<file path="src/rtl/riscv_pkg.sv">
// Shared RISC-V core types: ALU opcodes, operand selects, control bundle, forwarding select.
package riscv_pkg;

  typedef enum logic [4:0] {
    ALU_ADD  = 5'd0,
    ALU_SUB  = 5'd1,
    ALU_SLL  = 5'd2,
    ALU_SLT  = 5'd3,
    ALU_SLTU = 5'd4,
    ALU_XOR  = 5'd5,
    ALU_SRL  = 5'd6,
    ALU_SRA  = 5'd7,
    ALU_OR   = 5'd8,
    ALU_AND  = 5'd9
  } alu_op_t;

  typedef enum logic [1:0] {
    ASEL_RS1  = 2'd0,
    ASEL_PC   = 2'd1,
    ASEL_ZERO = 2'd2
  } asel_t;

  typedef enum logic {
    BSEL_RS2 = 1'b0,
    BSEL_IMM = 1'b1
  } bsel_t;

  typedef struct packed {
    logic regwrite;
    logic memread;
    logic memwrite;
    logic memtoreg;
    logic branch;
  } ctrl_t;

  typedef enum logic [1:0] {
    FWD_RF  = 2'd0,
    FWD_EXM = 2'd1,
    FWD_MWB = 2'd2
  } fwd_sel_t;

endpackage

</file>
<file path="src/rtl/id_ex_stage_forward_unit.sv">
// Operand forwarding select for rs1/rs2; the younger EX/MEM result wins over MEM/WB.
module forward_unit
  import riscv_pkg::*;
#(
  parameter int REG_AW = 5
) (
  input  logic [REG_AW-1:0] i_rs1,
  input  logic [REG_AW-1:0] i_rs2,
  input  logic              i_exm_regwrite,
  input  logic [REG_AW-1:0] i_exm_rd,
  input  logic              i_mwb_regwrite,
  input  logic [REG_AW-1:0] i_mwb_rd,
  output fwd_sel_t          o_sel_rs1,
  output fwd_sel_t          o_sel_rs2
);

  // x0 is hardwired zero, so a write "to" it must never be forwarded.
  function automatic fwd_sel_t pick(input logic [REG_AW-1:0] rs);
    if (i_exm_regwrite && i_exm_rd == rs && rs != '0)      return FWD_EXM;
    else if (i_mwb_regwrite && i_mwb_rd == rs && rs != '0) return FWD_MWB;
    else                                                   return FWD_RF;
  endfunction

  assign o_sel_rs1 = pick(i_rs1);
  assign o_sel_rs2 = pick(i_rs2);

endmodule

</file>
<file path="src/rtl/id_ex_stage.sv">
// ID/EX pipeline register with operand forwarding, ALU operand muxes and load-use detect.
// ID_EX_FORWARDING_EN: enables forwarding; without it RAW hazards are resolved by stalling.
module id_ex_stage
  import riscv_pkg::*;
#(
  parameter int               XLEN     = 32,
  parameter int               REG_AW   = 5,
  parameter logic [XLEN-1:0]  PC_RESET = 32'h0000_0000
) (
  input  logic              CLK,
  input  logic              RST_n,
  input  logic              stall_i,
  input  logic              flush_i,
  input  logic              id_valid_i,
  input  logic [XLEN-1:0]   id_pc_i,
  input  logic [XLEN-1:0]   id_rs1_data_i,
  input  logic [XLEN-1:0]   id_rs2_data_i,
  input  logic [XLEN-1:0]   id_imm_i,
  input  logic [REG_AW-1:0] id_rs1_i,
  input  logic [REG_AW-1:0] id_rs2_i,
  input  logic [REG_AW-1:0] id_rd_i,
  input  logic [4:0]        id_alu_ctrl_i,
  input  logic [1:0]        id_asel_i,
  input  logic              id_bsel_i,
  input  logic [4:0]        id_ctrl_i,
  input  logic              exm_regwrite_i,
  input  logic [REG_AW-1:0] exm_rd_i,
  input  logic [XLEN-1:0]   exm_data_i,
  input  logic              mwb_regwrite_i,
  input  logic [REG_AW-1:0] mwb_rd_i,
  input  logic [XLEN-1:0]   mwb_data_i,
  output logic [XLEN-1:0]   A_alu,
  output logic [XLEN-1:0]   B_alu,
  output logic [4:0]        control_alu,
  output logic              ex_valid_o,
  output logic [XLEN-1:0]   ex_pc_o,
  output logic [XLEN-1:0]   ex_store_data_o,
  output logic [REG_AW-1:0] ex_rd_o,
  output logic [4:0]        ex_ctrl_o,
  output logic              load_use_stall_o
);

  logic              r_valid;
  logic [XLEN-1:0]   r_pc, r_rs1_data, r_rs2_data, r_imm;
  logic [REG_AW-1:0] r_rs1, r_rs2, r_rd;
  logic [4:0]        r_alu_ctrl;
  logic [1:0]        r_asel;
  logic              r_bsel;
  ctrl_t             r_ctrl;

  logic [XLEN-1:0]   w_fwd_rs1, w_fwd_rs2;
  logic              w_load_use;

  always_ff @(posedge CLK) begin
    if (!RST_n || flush_i) begin
      r_valid    <= 1'b0;
      r_pc       <= RST_n ? '0 : PC_RESET;
      r_rs1_data <= '0;
      r_rs2_data <= '0;
      r_imm      <= '0;
      r_rs1      <= '0;
      r_rs2      <= '0;
      r_rd       <= '0;
      r_alu_ctrl <= '0;
      r_asel     <= '0;
      r_bsel     <= 1'b0;
      r_ctrl     <= '0;
    end else if (!stall_i) begin
      r_valid    <= id_valid_i;
      r_pc       <= id_pc_i;
      r_rs1_data <= id_rs1_data_i;
      r_rs2_data <= id_rs2_data_i;
      r_imm      <= id_imm_i;
      r_rs1      <= id_rs1_i;
      r_rs2      <= id_rs2_i;
      r_rd       <= id_valid_i ? id_rd_i : '0;
      r_alu_ctrl <= id_alu_ctrl_i;
      r_asel     <= id_asel_i;
      r_bsel     <= id_bsel_i;
      r_ctrl     <= id_valid_i ? id_ctrl_i : '0;
    end
  end

  // A load in EX cannot feed its consumer in decode even with forwarding.
  assign w_load_use = r_valid && r_ctrl.memread && r_rd != '0 &&
                      (r_rd == id_rs1_i || r_rd == id_rs2_i);

`ifdef ID_EX_FORWARDING_EN
  fwd_sel_t w_sel_rs1, w_sel_rs2;

  forward_unit #(.REG_AW(REG_AW)) u_fwd (
    .i_rs1          (r_rs1),
    .i_rs2          (r_rs2),
    .i_exm_regwrite (exm_regwrite_i),
    .i_exm_rd       (exm_rd_i),
    .i_mwb_regwrite (mwb_regwrite_i),
    .i_mwb_rd       (mwb_rd_i),
    .o_sel_rs1      (w_sel_rs1),
    .o_sel_rs2      (w_sel_rs2)
  );

  always_comb begin
    w_fwd_rs1 = r_rs1_data;
    w_fwd_rs2 = r_rs2_data;
    case (w_sel_rs1)
      FWD_EXM: w_fwd_rs1 = exm_data_i;
      FWD_MWB: w_fwd_rs1 = mwb_data_i;
      default: w_fwd_rs1 = r_rs1_data;
    endcase
    case (w_sel_rs2)
      FWD_EXM: w_fwd_rs2 = exm_data_i;
      FWD_MWB: w_fwd_rs2 = mwb_data_i;
      default: w_fwd_rs2 = r_rs2_data;
    endcase
  end

  assign load_use_stall_o = w_load_use;
`else
  logic w_raw_ex, w_raw_exm, w_raw_mwb;
  logic w_unused;

  assign w_fwd_rs1 = r_rs1_data;
  assign w_fwd_rs2 = r_rs2_data;
  assign w_unused  = ^{exm_data_i, mwb_data_i, r_rs1, r_rs2};

  // Every in-flight writer is a hazard for the decode slot when nothing forwards.
  assign w_raw_ex  = r_valid && r_ctrl.regwrite && r_rd != '0 &&
                     (r_rd == id_rs1_i || r_rd == id_rs2_i);
  assign w_raw_exm = exm_regwrite_i && exm_rd_i != '0 &&
                     (exm_rd_i == id_rs1_i || exm_rd_i == id_rs2_i);
  assign w_raw_mwb = mwb_regwrite_i && mwb_rd_i != '0 &&
                     (mwb_rd_i == id_rs1_i || mwb_rd_i == id_rs2_i);

  assign load_use_stall_o = w_load_use || w_raw_ex || w_raw_exm || w_raw_mwb;
`endif

  always_comb begin
    A_alu = '0;
    case (r_asel)
      ASEL_RS1: A_alu = w_fwd_rs1;
      ASEL_PC:  A_alu = r_pc;
      default:  A_alu = '0;
    endcase
  end

  assign B_alu           = (r_bsel == BSEL_IMM) ? r_imm : w_fwd_rs2;
  assign ex_store_data_o = w_fwd_rs2;
  assign control_alu     = r_alu_ctrl;
  assign ex_valid_o      = r_valid;
  assign ex_pc_o         = r_pc;
  assign ex_rd_o         = r_rd;
  assign ex_ctrl_o       = r_ctrl;

endmodule

</file>
<file path="config.mk">
export PLATFORM = sky130hd
export DESIGN_NAME = id_ex_stage
export DESIGN_NICKNAME = d
export VERILOG_FILES = /design/src/rtl/riscv_pkg.sv /design/src/rtl/id_ex_stage_forward_unit.sv /design/src/rtl/id_ex_stage.sv
export SDC_FILE = /design/constraint.sdc
export NUM_CORES = 1
export LEC_CHECK = 0
export BUFFER_PORTS_ARGS = -buffer_cell sky130_fd_sc_hd__buf_4
export CAP_MARGIN = 20
export CORE_AREA = 2 2 150 152
export CTS_BUF_LIST = sky130_fd_sc_hd__clkbuf_4 sky130_fd_sc_hd__clkbuf_8
export CTS_CLUSTER_SIZE = 24
export DETAILED_ROUTE_END_ITERATION = 7
export DIE_AREA = 0 0 152 154
export GPL_ROUTABILITY_DRIVEN = 1
export GPL_TIMING_DRIVEN = 1
export HOLD_SLACK_MARGIN = 0.1
export PLACE_DENSITY = 0.65
export SLEW_MARGIN = 20
export SYNTH_ARGS = -nofsm -noshare
export SYNTH_HDL_FRONTEND = slang
export SYNTH_HIERARCHICAL = 1
export SYNTH_SLANG_ARGS = --single-unit
</file>
<file path="constraint.sdc">
create_clock -name CLK -period 1.7 [get_ports CLK]
set_clock_uncertainty 0.15 [all_clocks]
set_input_delay 0.34 -clock CLK [delete_from_list [all_inputs] [get_ports CLK]]
set_output_delay 0.34 -clock CLK [all_outputs]
set_load 0.01 [all_outputs]
</file>
# Word level (Yosys, flattened, before mapping)
# Cells that the tools add are included.
dict set report classes {
  eq_ne 7
  mux 4
  reduce_logical 22
}
# operator n
set op_table {}
lappend op_table {{$pmux W32 S2} 1}
lappend op_table {{$mux W32} 1}
lappend op_table {{$eq A5 B5 Y1} 6}
lappend op_table {{$reduce_bool A5 Y1} 3}
lappend op_table {{$logic_and A1 B1 Y1} 10}
lappend op_table {{$mux W5} 2}
lappend op_table {{$logic_or A1 B1 Y1} 7}
lappend op_table {{$eq A2 B1 Y1 const B} 1}
lappend op_table {{$logic_not A2 Y1} 1}
lappend op_table {{$logic_not A1 Y1} 1}
dict set report totals {
  out_inout_bits 145
  elab_cells 47
  register_bits 147
  input_bits 237
}

# Logic depth before layout (Yosys ltp)
# Gate-level depths: netlist of the first run.
dict set report logic_depth {
  ltp_word 6
  mapped_depth 5
  ltp_nobuf 5
}

# Worst setup path after synthesis of the first run
# Ideal clock, no wire load.
dict set report synth_timing {
  kind {input port to output port}
  from {input mwb_rd_i[1]}
  to {output load_use_stall_o}
  path_stages 3
  path_buffers 0
  t_arrival_ps 1168
  required_time_ps 1210
  slack_ps 42
  cell_sequence {or4_1 -> o221ai_1 -> o211ai_1}
}
dict set report synth_via {
  elab_chain_len 4
  elab_cells_between_ends 7
  classes_between {2 x eq/ne; 5 x reduce/logical}
}
# element line_no
set synth_lines {}
lappend synth_lines {{start, declared} id_ex_stage.sv:30} ;# input logic [REG_AW-1:0] mwb_rd_i,
lappend synth_lines {{$eq A5 B5 Y1 / $reduce_bool A5 Y1 (equally long branches)} {id_ex_stage.sv:132, id_ex_stage.sv:131}}
lappend synth_lines {{$logic_or A1 B1 Y1 / $logic_and A1 B1 Y1 (equally long branches)} {id_ex_stage.sv:132, id_ex_stage.sv:131}}
lappend synth_lines {{$logic_and A1 B1 Y1 *} id_ex_stage.sv:131} ;# assign w_raw_mwb = mwb_regwrite_i && mwb_rd_i != '0 &&
lappend synth_lines {{$logic_or A1 B1 Y1 *} id_ex_stage.sv:134} ;# assign load_use_stall_o = w_load_use || w_raw_ex || w_raw_exm || w_raw_mwb;
lappend synth_lines {{end, declared} id_ex_stage.sv:40} ;# output logic load_use_stall_o
# Every way passes the cells marked *; elsewhere a longest branch is shown, timed or not.

# Worst setup path after layout of the first run
dict set report layout_timing {
  from {register r_rd[2], in the netlist ex_rd_o[2]}
  to {output load_use_stall_o}
}
dict set report layout_via {
  elab_chain_len 6
  elab_cells_between_ends 11
  classes_between {2 x eq/ne; 9 x reduce/logical}
}
# element line_no
set layout_lines {}
lappend layout_lines {{start, declared} id_ex_stage.sv:45} ;# logic [REG_AW-1:0] r_rs1, r_rs2, r_rd;
lappend layout_lines {{start signal, assigned} id_ex_stage.sv:76} ;# r_rd <= id_valid_i ? id_rd_i : '0;
lappend layout_lines {{$eq A5 B5 Y1 / $reduce_bool A5 Y1 (equally long branches)} -}
lappend layout_lines {{$logic_or A1 B1 Y1 (tied with other cells)} {id_ex_stage.sv:86, id_ex_stage.sv:128}}
lappend layout_lines {{$logic_and A1 B1 Y1 (on tied branches)} {id_ex_stage.sv:85, id_ex_stage.sv:127}}
lappend layout_lines {{$logic_or A1 B1 Y1 * (3 in series)} id_ex_stage.sv:134}
# Marks and branches as above.

==> run_results.csv, run 1 <==
group,metric,value,unit
outcome,run_status,"complete, but fails checks",
outcome,violations,"setup timing",
route,maxUsedRoutingLayer,"met4",
critical_path,rrSetupSlack,0.70,ns
critical_path,arrival,1.71,ns
synthesis,synth_xor_area_frac,0.04125,
sta,tightest_slew,0.8823,ns
sta,hold_viol,0,
synthesis,synth_flop_cell,"dfxtp_1",
grt,grt_pass1_vias,6792,
synthesis,synth_largest_area_cell,"dfxtp_1",
clock_network,cts_tree,"built",
worst_hold_path,holdPathStages,4,
grt,grt_first_pass_wirelength,35730,um
synthesis,synth_commonest_cells,"nor2_1 (179), mux2i_1 (168), dfxtp_1 (147)",
critical_path,path_max_fanout,2,
sta,clock.fmax,454.1,MHz
critical_path,r2r_cells,3,
place,dpl-instance-area,0.009190,mm2
critical_path,cp_num_buf_inv,1,
synthesis,synth_compound_area_frac,0.01886,
route,drc,0,
critical_path,timing.critical_path.cells,"or4_4 > o221ai_2 > o211ai_1 > buf_4",
die,core-area,0.02169,mm2
cells_and_area,num_antenna_cells,0,
critical_path,timing.rr.end,"r_asel[0]",
route,drt_first_iter_violations,263,
synthesis,synth.yosys.seq_area_share,0.4620,
route,first_pass_iters,4,
route,route.met2.wl,11250,um
die,die_x,152,um
grt,grt_usage,0.1863,
synthesis,synthArstFlopShare,0,
clock_network,root_buffer,"clkbuf_8",
clock_network,cts-buffers-inserted,17,
power_and_ir_drop,vdd_drop_max,0.4038,mV
power_and_ir_drop,p_seq_frac,0.462,
place,hpwl,13400,um
sta,finalCriticalPeriod,2.202,ns
route,route.final.wire_length,22240,um
die,initial_core_util,0.2937,
route,dr_wl_met3,1336,um
clock_network,clk_latency,0.42,ns
place,gp_congestion,0.8756,
grt,antenna_found_initial,0,
clock_network,clk_pin_slew,0.08,ns
synthesis,yosysMostFrequentCell,"nor2_1",
critical_path,r2r_start,"r_asel[0]",
die,num_rows,54,
place,port_buffers,317,
synthesis,netlist_top_cells_area,"dfxtp_1 (46%), mux2i_1 (26%), nor2_1 (11%)",
grt,grt_max_degree,75,
sta,timing.final.ws_setup,-0.5021,ns
synthesis,synth_cell_types,19,
critical_path,max_stage_delay,0.54,ns
synthesis,muxShareOfSynthArea,0.3206,
cells_and_area,drive_gt1_frac,0.3814,
die,die_area,0.02341,mm2
critical_path,worst_setup_path_start_kind,"flip-flop",
cells_and_area,area_growth,79.49,%
route,wl_per_cell,15.92,um
sta,setup_viol,65,
sta,drv_slew,0,
synthesis,netlist_instances,634,
sta,finalCritPeriodShare,1.295,
route,met1_length,9120,um
power_and_ir_drop,clockPowerShare,0.338,
cells_and_area,stdcell_count,1397,
clock_network,cts_sinks,147,
sta,rsz0062_at_grt,"true",
synthesis,synth_edf_count,0,
synthesis,synth-adder-area-share,0,
critical_path,setup.worst_path.class,"reg2out",
worst_hold_path,hp-start,"stall_i",
synthesis,synth_top_area_share,0.4620,
critical_path,critPathSlowestCell,"or4_4",
synthesis,synth.ff_latch_count,147,
critical_path,cp.required,1.21,ns
synthesis,synth.net_count,871,
clock_network,cts_max_level,4,
synthesis,yosys_warnings,6,
synthesis,synthSimpleGateAreaFrac,0.1196,
sta,slew-limit-headroom,0.4106,
cells_and_area,post-route-util,0.5272,
power_and_ir_drop,power.leakage,0.005352,uW
cells_and_area,final_area,0.01143,mm2
route,vias_per_cell,4.548,
run,cap_violations,0,
power_and_ir_drop,p_sw,2144,uW
route,num_vias,6353,
cells_and_area,finalNetCount,1342,
route,ant_nets,0,
grt,grt_overflow,0,
critical_path,critical_path.top_delay_family,"simple AND/OR/NAND/NOR gates",
power_and_ir_drop,comb_power_share,0.201,
synthesis,synthesis.area,0.006370,mm2
clock_network,clockBufferDepth,2,
synthesis,postSynthAreaPerCell,10.05,um2
critical_path,end_kind,"primary output",
power_and_ir_drop,p_sw_frac,0.2724,
power_and_ir_drop,p_int,5728,uW
power_and_ir_drop,power_density,688.6,mW/mm2
place,dpl.cell_count,1212,
worst_hold_path,min-delay-path-class,"in2reg",
cells_and_area,fill_cells,1871,
die,die_y,154,um
worst_hold_path,min_to,"ex_valid_o",
synthesis,synth_top_family_by_area,"multiplexers",
die,io_pins,382,
registers in the layout, summed over array words and instances, names as in the netlist:
register	count
ex_rd_o	5
ex_valid_o	1
ex_pc_o	32
ex_store_data_o	32
control_alu	5
r_rs1_data	32
r_imm	32
r_bsel	1
ex_ctrl_o	5
r_asel	2
layout make-up:
| class | count | area (um2) | area share |
|---|---|---|---|
| Multi-Input combinational cell | 441 | 3348 | 0.2928 |
| Timing Repair Buffer | 498 | 4407 | 0.3854 |
| Tap cell | 280 | 350.3 | 0.03064 |
| Clock inverter | 13 | 126.4 | 0.01105 |
| Clock buffer | 18 | 247.7 | 0.02167 |
| Sequential cell | 147 | 2954 | 0.2584 |
how the worst max path moves through the flow:
stage / startpoint / endpoint / depth (start not counted)
5_1_grt: ex_rd_o[0] / load_use_stall_o / 7
3_3_place_gp: mwb_rd_i[1] / load_use_stall_o / 5
6_report: ex_rd_o[2] / load_use_stall_o / 4
2_1_floorplan: mwb_rd_i[1] / load_use_stall_o / 3
3_5_place_dp: mwb_rd_i[1] / load_use_stall_o / 5
4_1_cts: ex_rd_o[1] / load_use_stall_o / 4
layer usage:
| metal | vias up | GRT usage |
|---|---|---|
| met5 | - | 0 |
| met4 | 0 | 0.06720 |
| met3 | 35 | 0.04369 |
| met2 | 225 | 0.3333 |
| met1 | 3003 | 0.2173 |
| li1 | 3090 | - |
cells in the final DEF, fill, tap and decap left out:
master and count:
nand2b_4 1, a22oi_1 10, or4_4 1, nor3_2 1, nor3_1 5, dlygate4sd3_1 148, o221ai_2 1, clkbuf_8 19
clkinv_4 3, buf_4 300, o211ai_1 1, xor2_1 13, buf_6 35, clkinv_2 1, dfxtp_2 3, nor2_1 179
buf_12 11, bufinv_16 1, mux2i_2 3, a31oi_1 1, or4_1 2, clkinvlp_4 4, a21oi_1 1, nor2b_1 1
nand3_1 5, buf_8 3, mux2_4 32, dfxtp_4 2, xnor2_1 16, dfxtp_1 142, inv_6 4, xnor2_2 1
o221ai_1 2, mux2i_1 165
tightest hold or removal path, cell delays in order:
cell      delay (ns)
clkbuf_8        0.12
nor2b_1         0.17
a21oi_1         0.17
nor2_1          0.05
per-stage QoR:
step                      total power, uW  TNS (ns)  setup WS, ns  hold slack (ns)
after floorplan                      4268         0       0.04176           0.3076
after global placement               4898   -0.2524       -0.2524           0.3178
after detailed placement             4912   -0.2460       -0.2460           0.3292
after CTS                            7991    -21.71       -0.5781           0.2863
after global routing                 8252    -21.76       -0.6024           0.3603
final                                7873    -15.73       -0.5021           0.3274
kinds of logic (layout without fill, tap and decap cells):
kind of cell    count (synthesis)  count (layout)
simple gates                  195             195
compound gates                 16              16
mux                           200             200
buf+inv                        46             529
flops                         147             147
xor+xnor                       30              30
power by group through the flow:
stage                     registers [uW]  clock network (uW)  logic (uW)
after floorplan                     3720                   0         553
final                               3630                2660        1580
after global placement              3700                   0        1200
after detailed placement            3710                   0        1210
after CTS                           3630                2780        1580
after global routing                3650                2910        1690
timing repair:
item                                    in CTS  in global routing
hold buffers                               148                  0
gates cloned                                 6                  0
buffers inserted                             8                  1
resized for setup                           81                 20
pin swaps                                    3                 11
endpoints found under the setup margin      65                 65
hold endpoints to repair                   146                  0
(Power assumes the default switching activity.)
==> run 2: changes to the inputs <==
--- a/config.mk
+++ b/config.mk
@@ -8,7 +8,6 @@
 export BUFFER_PORTS_ARGS = -buffer_cell sky130_fd_sc_hd__buf_4
 export CAP_MARGIN = 20
 export CORE_AREA = 2 2 150 152
-export CTS_BUF_LIST = sky130_fd_sc_hd__clkbuf_4 sky130_fd_sc_hd__clkbuf_8
 export CTS_CLUSTER_SIZE = 24
 export DETAILED_ROUTE_END_ITERATION = 7
 export DIE_AREA = 0 0 152 154
==> run_results.csv, run 2 (synthesis results as in run 1) <==
group,metric,value,unit
place,hpwl,13400,um
clock_network,cts_sinks,147,
cells_and_area,drive_gt1_frac,0.3821,
clock_network,clk_pin_slew,0.07,ns
outcome,violations,"setup timing",
cells_and_area,num_antenna_cells,0,
die,core-area,0.02169,mm2
route,drc,0,
route,ant_nets,0,
cells_and_area,most-common-layout-cells,"buf_4 (303), nor2_1 (179), mux2i_1 (165)",
critical_path,critPathSlowestCell,"or4_4",
die,die_y,154,um
die,num_rows,54,
clock_network,cts-buffers-inserted,17,
sta,hold_viol,0,
sta,rsz0062_at_grt,"true",
critical_path,max_stage_delay,0.54,ns
sta,clock.fmax,461.9,MHz
sta,tightest_slew,0.8961,ns
cells_and_area,final_area,0.01164,mm2
cells_and_area,fill_cells,1832,
clock_network,cts_max_level,4,
power_and_ir_drop,comb_power_share,0.179,
power_and_ir_drop,power.leakage,0.005455,uW
route,route.final.wire_length,22070,um
critical_path,cp_num_buf_inv,1,
clock_network,cts_tree,"built",
die,die_x,152,um
grt,grt_max_degree,75,
worst_hold_path,min-delay-path-class,"reg2reg",
die,initial_core_util,0.2937,
critical_path,path_max_fanout,2,
grt,grt_overflow,0,
grt,grt_pass1_vias,6770,
power_and_ir_drop,p_sw,2248,uW
route,first_pass_iters,4,
route,num_vias,6311,
power_and_ir_drop,power_density,759.5,mW/mm2
clock_network,clk_latency,0.40,ns
cells_and_area,stdcell_count,1400,
die,io_pins,382,
critical_path,timing.critical_path.cells,"or4_4 > o221ai_2 > o211ai_1 > buf_4",
power_and_ir_drop,clockPowerShare,0.410,
run,cap_violations,0,
critical_path,critical_path.top_delay_family,"simple AND/OR/NAND/NOR gates",
route,wl_per_cell,15.76,um
sta,timing.final.ws_setup,-0.4651,ns
power_and_ir_drop,vdd_drop_max,0.6448,mV
grt,grt_usage,0.1836,
outcome,run_status,"complete, but fails checks",
sta,finalCritPeriodShare,1.274,
cells_and_area,multi_input_area,0.003348,mm2
place,port_buffers,317,
grt,grt_first_pass_wirelength,35420,um
sta,setup_viol,65,
sta,finalCriticalPeriod,2.165,ns
critical_path,setup.worst_path.class,"reg2out",
place,dpl-instance-area,0.009190,mm2
power_and_ir_drop,p_int,6593,uW
place,dpl.cell_count,1212,
sta,drv_slew,0,
clock_network,root_buffer,"clkbuf_16",
critical_path,arrival,1.68,ns
cells_and_area,regArea,0.002953,mm2
power_and_ir_drop,p_seq_frac,0.411,
route,drt_first_iter_violations,280,
cells_and_area,final_common_cell,"buf_4",
critical_path,worst_setup_path_start_kind,"flip-flop",
place,gp_congestion,0.8756,
grt,antenna_found_initial,0,
sta,slew-limit-headroom,0.4014,
cells_and_area,finalNetCount,1345,
clock_network,clockBufferDepth,2,
critical_path,end_kind,"primary output",
cells_and_area,area_growth,82.75,%
route,vias_per_cell,4.508,
critical_path,cp.required,1.21,ns
die,die_area,0.02341,mm2
power_and_ir_drop,p_sw_frac,0.2543,
## run 2: worst paths after layout
check	depth (start not counted)	slack (ns)	start	endpoint
min reg2reg	2	0.34	r_rs1_data[26]	r_rs1_data[26]
min	2	0.34	r_rs1_data[26]	r_rs1_data[26]
max	4	-0.47	ex_rd_o[2]	load_use_stall_o
max reg2reg	3	0.70	r_bsel	r_bsel
## run 2: timing repair
action                                 CTS  global route
setup buffers                            8             5
setup endpoints to repair               65            65
endpoints found under the hold margin  146             0
resized for setup                       79            23
hold buffers                           148             0
gates cloned                             6             0
pin swaps                                3            10
## run 2: power groups by stage
stage               registers, uW  clock network (uW)  logic, uW
global placement             3700                   0       1200
detailed placement           3710                   0       1210
finish                       3640                3620       1580
CTS                          3630                3760       1580
floorplan                    3720                   0        553
global route                 3650                3890       1690
## run 2: through the flow
| stage | setup slack [ns] | TNS [ns] | total power, uW | util | hold WS (ns) |
|---|---|---|---|---|---|
| after floorplan | 0.04176 | 0 | 4268 | - | 0.3076 |
| after global placement | -0.2524 | -0.2524 | 4898 | 0.4237 | 0.3178 |
| after detailed placement | -0.2460 | -0.2460 | 4912 | 0.4237 | 0.3292 |
| after CTS | -0.5292 | -18.64 | 8975 | 0.5414 | 0.3270 |
| after global routing | -0.5411 | -18.26 | 9226 | 0.5367 | 0.3692 |
| final | -0.4651 | -14.17 | 8841 | 0.5367 | 0.3423 |
## run 2: tightest hold or removal path, delay by kind of cell, from the launching register on
| kind | cells | cell delay (ns) |
|---|---|---|
| muxes | 1 | 0.07 |
| DFF | 1 | 0.32 |
| and+or+nand+nor | 1 | 0.07 |
## run 2: per-layer routing
metal	up-vias	global-route usage	wire length, um	part of all wire
li1	3092	-	-	-
met1	2970	0.2133	9091	0.41
met2	218	0.3318	11200	0.51
met3	31	0.04425	1302	0.059
met4	0	0.05919	479	0.022
met5	-	0	0	0
## run 2: layout make-up
cell class / instances / share of cell area
multi-input cells: 441 / 0.2876
clock inverters: 13 / 0.01086
flip-flops and latches: 147 / 0.2537
clock buffers: 18 / 0.03773
repair buffers: 501 / 0.3801
well taps: 280 / 0.03009
==> run 3: changes to the inputs <==
--- a/config.mk
+++ b/config.mk
@@ -8,6 +8,7 @@
 export BUFFER_PORTS_ARGS = -buffer_cell sky130_fd_sc_hd__buf_4
 export CAP_MARGIN = 20
 export CORE_AREA = 2 2 150 152
+export CTS_BUF_LIST = sky130_fd_sc_hd__clkbuf_16
 export CTS_CLUSTER_SIZE = 24
 export DETAILED_ROUTE_END_ITERATION = 7
 export DIE_AREA = 0 0 152 154
==> constraint.sdc (replaced) <==
create_clock -name CLK -period 2.51 [get_ports CLK]
set_clock_uncertainty 0.15 [all_clocks]
set_input_delay 0.502 -clock CLK [delete_from_list [all_inputs] [get_ports CLK]]
set_output_delay 0.502 -clock CLK [all_outputs]
set_load 0.01 [all_outputs]
==> run_results.csv, run 3 (synthesis results as in run 1) <==
group,metric,value,unit
route,ant_nets,0,
sta,hold_viol,0,
route,drt_first_iter_violations,236,
critical_path,r2r_start,"r_asel[1]",
cells_and_area,final_common_cell,"buf_4",
clock_network,cts_resized,0,
grt,grt_max_degree,84,
place,dpl.cell_count,1192,
sta,tightest_slew,0.9636,ns
power_and_ir_drop,vdd_drop_max,0.4136,mV
grt,grt_usage,0.1557,
sta,timing.final.ws_setup,0.1360,ns
route,vias_per_cell,4.493,
critical_path,worst_setup_path_start_kind,"flip-flop",
cells_and_area,finalNetCount,1168,
worst_hold_path,min-delay-path-class,"in2reg",
critical_path,cp.required,1.86,ns
sta,finalCriticalPeriod,2.374,ns
sta,rsz0062_at_grt,"false",
run,cap_violations,0,
route,drc,0,
clock_network,cts_tree,"built",
die,die_area,0.02341,mm2
worst_hold_path,holdPathStages,3,
route,num_vias,5495,
sta,finalCritPeriodShare,0.9458,
sta,setup_tns,0,ns
sta,drv_slew,0,
grt,antenna_found_initial,0,
clock_network,clockBufferDepth,2,
route,dr_wl_met3,1229,um
critical_path,timing.rr.end,"r_asel[1]",
die,num_rows,54,
sta,setup_viol,0,
critical_path,arrival,1.72,ns
cells_and_area,num_antenna_cells,0,
cells_and_area,stdcell_count,1223,
sta,whs,0.1647,ns
critical_path,r2r_cells,3,
place,hpwl,13230,um
route,first_pass_iters,4,
grt,grt_pass1_vias,5578,
outcome,run_status,"finished clean",
die,initial_core_util,0.2937,
die,die_x,152,um
clock_network,post_cts_buffers,0,
cells_and_area,drive_gt1_frac,0.4136,
clock_network,clk_pin_slew,0.07,ns
grt,grt_first_pass_wirelength,29530,um
route,maxUsedRoutingLayer,"met4",
cells_and_area,most-common-layout-cells,"buf_4 (317), nor2_1 (179), mux2i_1 (168)",
critical_path,path_max_fanout,5,
route,route.met2.wl,9313,um
clock_network,cts-buffers-inserted,17,
die,die_y,154,um
clock_network,clk_latency,0.41,ns
clock_network,cts_max_level,4,
power_and_ir_drop,power.leakage,0.004603,uW
place,port_buffers,317,
power_and_ir_drop,fin_total_pwr,5731,uW
critical_path,end_kind,"primary output",
die,io_pins,382,
route,wl_per_cell,15.19,um
cells_and_area,area_growth,50.36,%
sta,slew-limit-headroom,0.3562,
route,route.final.wire_length,18580,um
critical_path,cp-endpoint,"load_use_stall_o",
clock_network,hold_buffers,0,
die,core-area,0.02169,mm2
critical_path,critPathLaunch,"ex_rd_o[0]",
clock_network,cts_sinks,147,
sta,clock.fmax,421.2,MHz
critical_path,setup.worst_path.class,"reg2out",
route,met1_length,7603,um
power_and_ir_drop,power_density,598.4,mW/mm2
critical_path,rrSetupSlack,1.41,ns
place,gp_congestion,0.8378,
grt,grt_overflow,0,
clock_network,root_buffer,"clkbuf_16",
place,dp_slack,0.2190,ns
[run 3: cell count changes in the layout (fill, tap and decap cells not counted), sizes merged]
cell / before / now
buf: 352 / 323
inv: 4 / 3
clkinv: 4 / 7
bufinv: 1 / 2
clkbuf: 19 / 18
dlygate4sd3: 148 / 0
clkinvlp: 4 / 2
[run 3: where the power goes]
group          switching [uW]  internal, uW  total [uW]
clock network            1030          1450        2490
registers                50.3          2410        2460
logic                     334           452         786
total                    1420          4320        5730
[run 3: worst min-delay path by stage]
stage                            startpoint             endpoint  slack (ns)
after floorplan                    r_imm[0]             r_imm[0]        0.31
after global placement            r_imm[18]            r_imm[18]        0.32
after detailed placement           r_imm[7]             r_imm[7]        0.33
after CTS                      id_imm_i[13]            r_imm[13]        0.14
after global routing      id_rs1_data_i[19]       r_rs1_data[19]        0.14
final                     id_rs2_data_i[27]  ex_store_data_o[27]        0.16
[run 3: final cells by class]
type	count	area [um2]
clock buffers	17	425.4
clock inverters	14	140.1
fillers	2145	12110
multi-input cells	441	3201
flip-flops and latches	147	2948
well taps	280	350.3
repair buffers	324	2514
[run 3: metal layers]
layer  vias to the layer above  track usage
li1                       2741            -
met1                      2542       0.1800
met2                       187       0.2681
met3                        25      0.04876
met4                         0      0.06275
met5                         -            0
[run 3: per-stage QoR]
step / cell area (um2) / utilization
2_1_floorplan: 6370 / -
3_3_place_gp: 9002 / 0.4151
3_5_place_dp: 9002 / 0.4151
4_1_cts: 9568 / 0.4412
5_1_grt: 9578 / 0.4416
6_report: 9578 / 0.4416
[run 3: worst max-delay path, cell delays in order, from the launching register on]
cell and delay, ns:
dfxtp_2 0.35, or4_1 0.54, o221ai_2 0.15, o211ai_1 0.11
buf_4 0.16
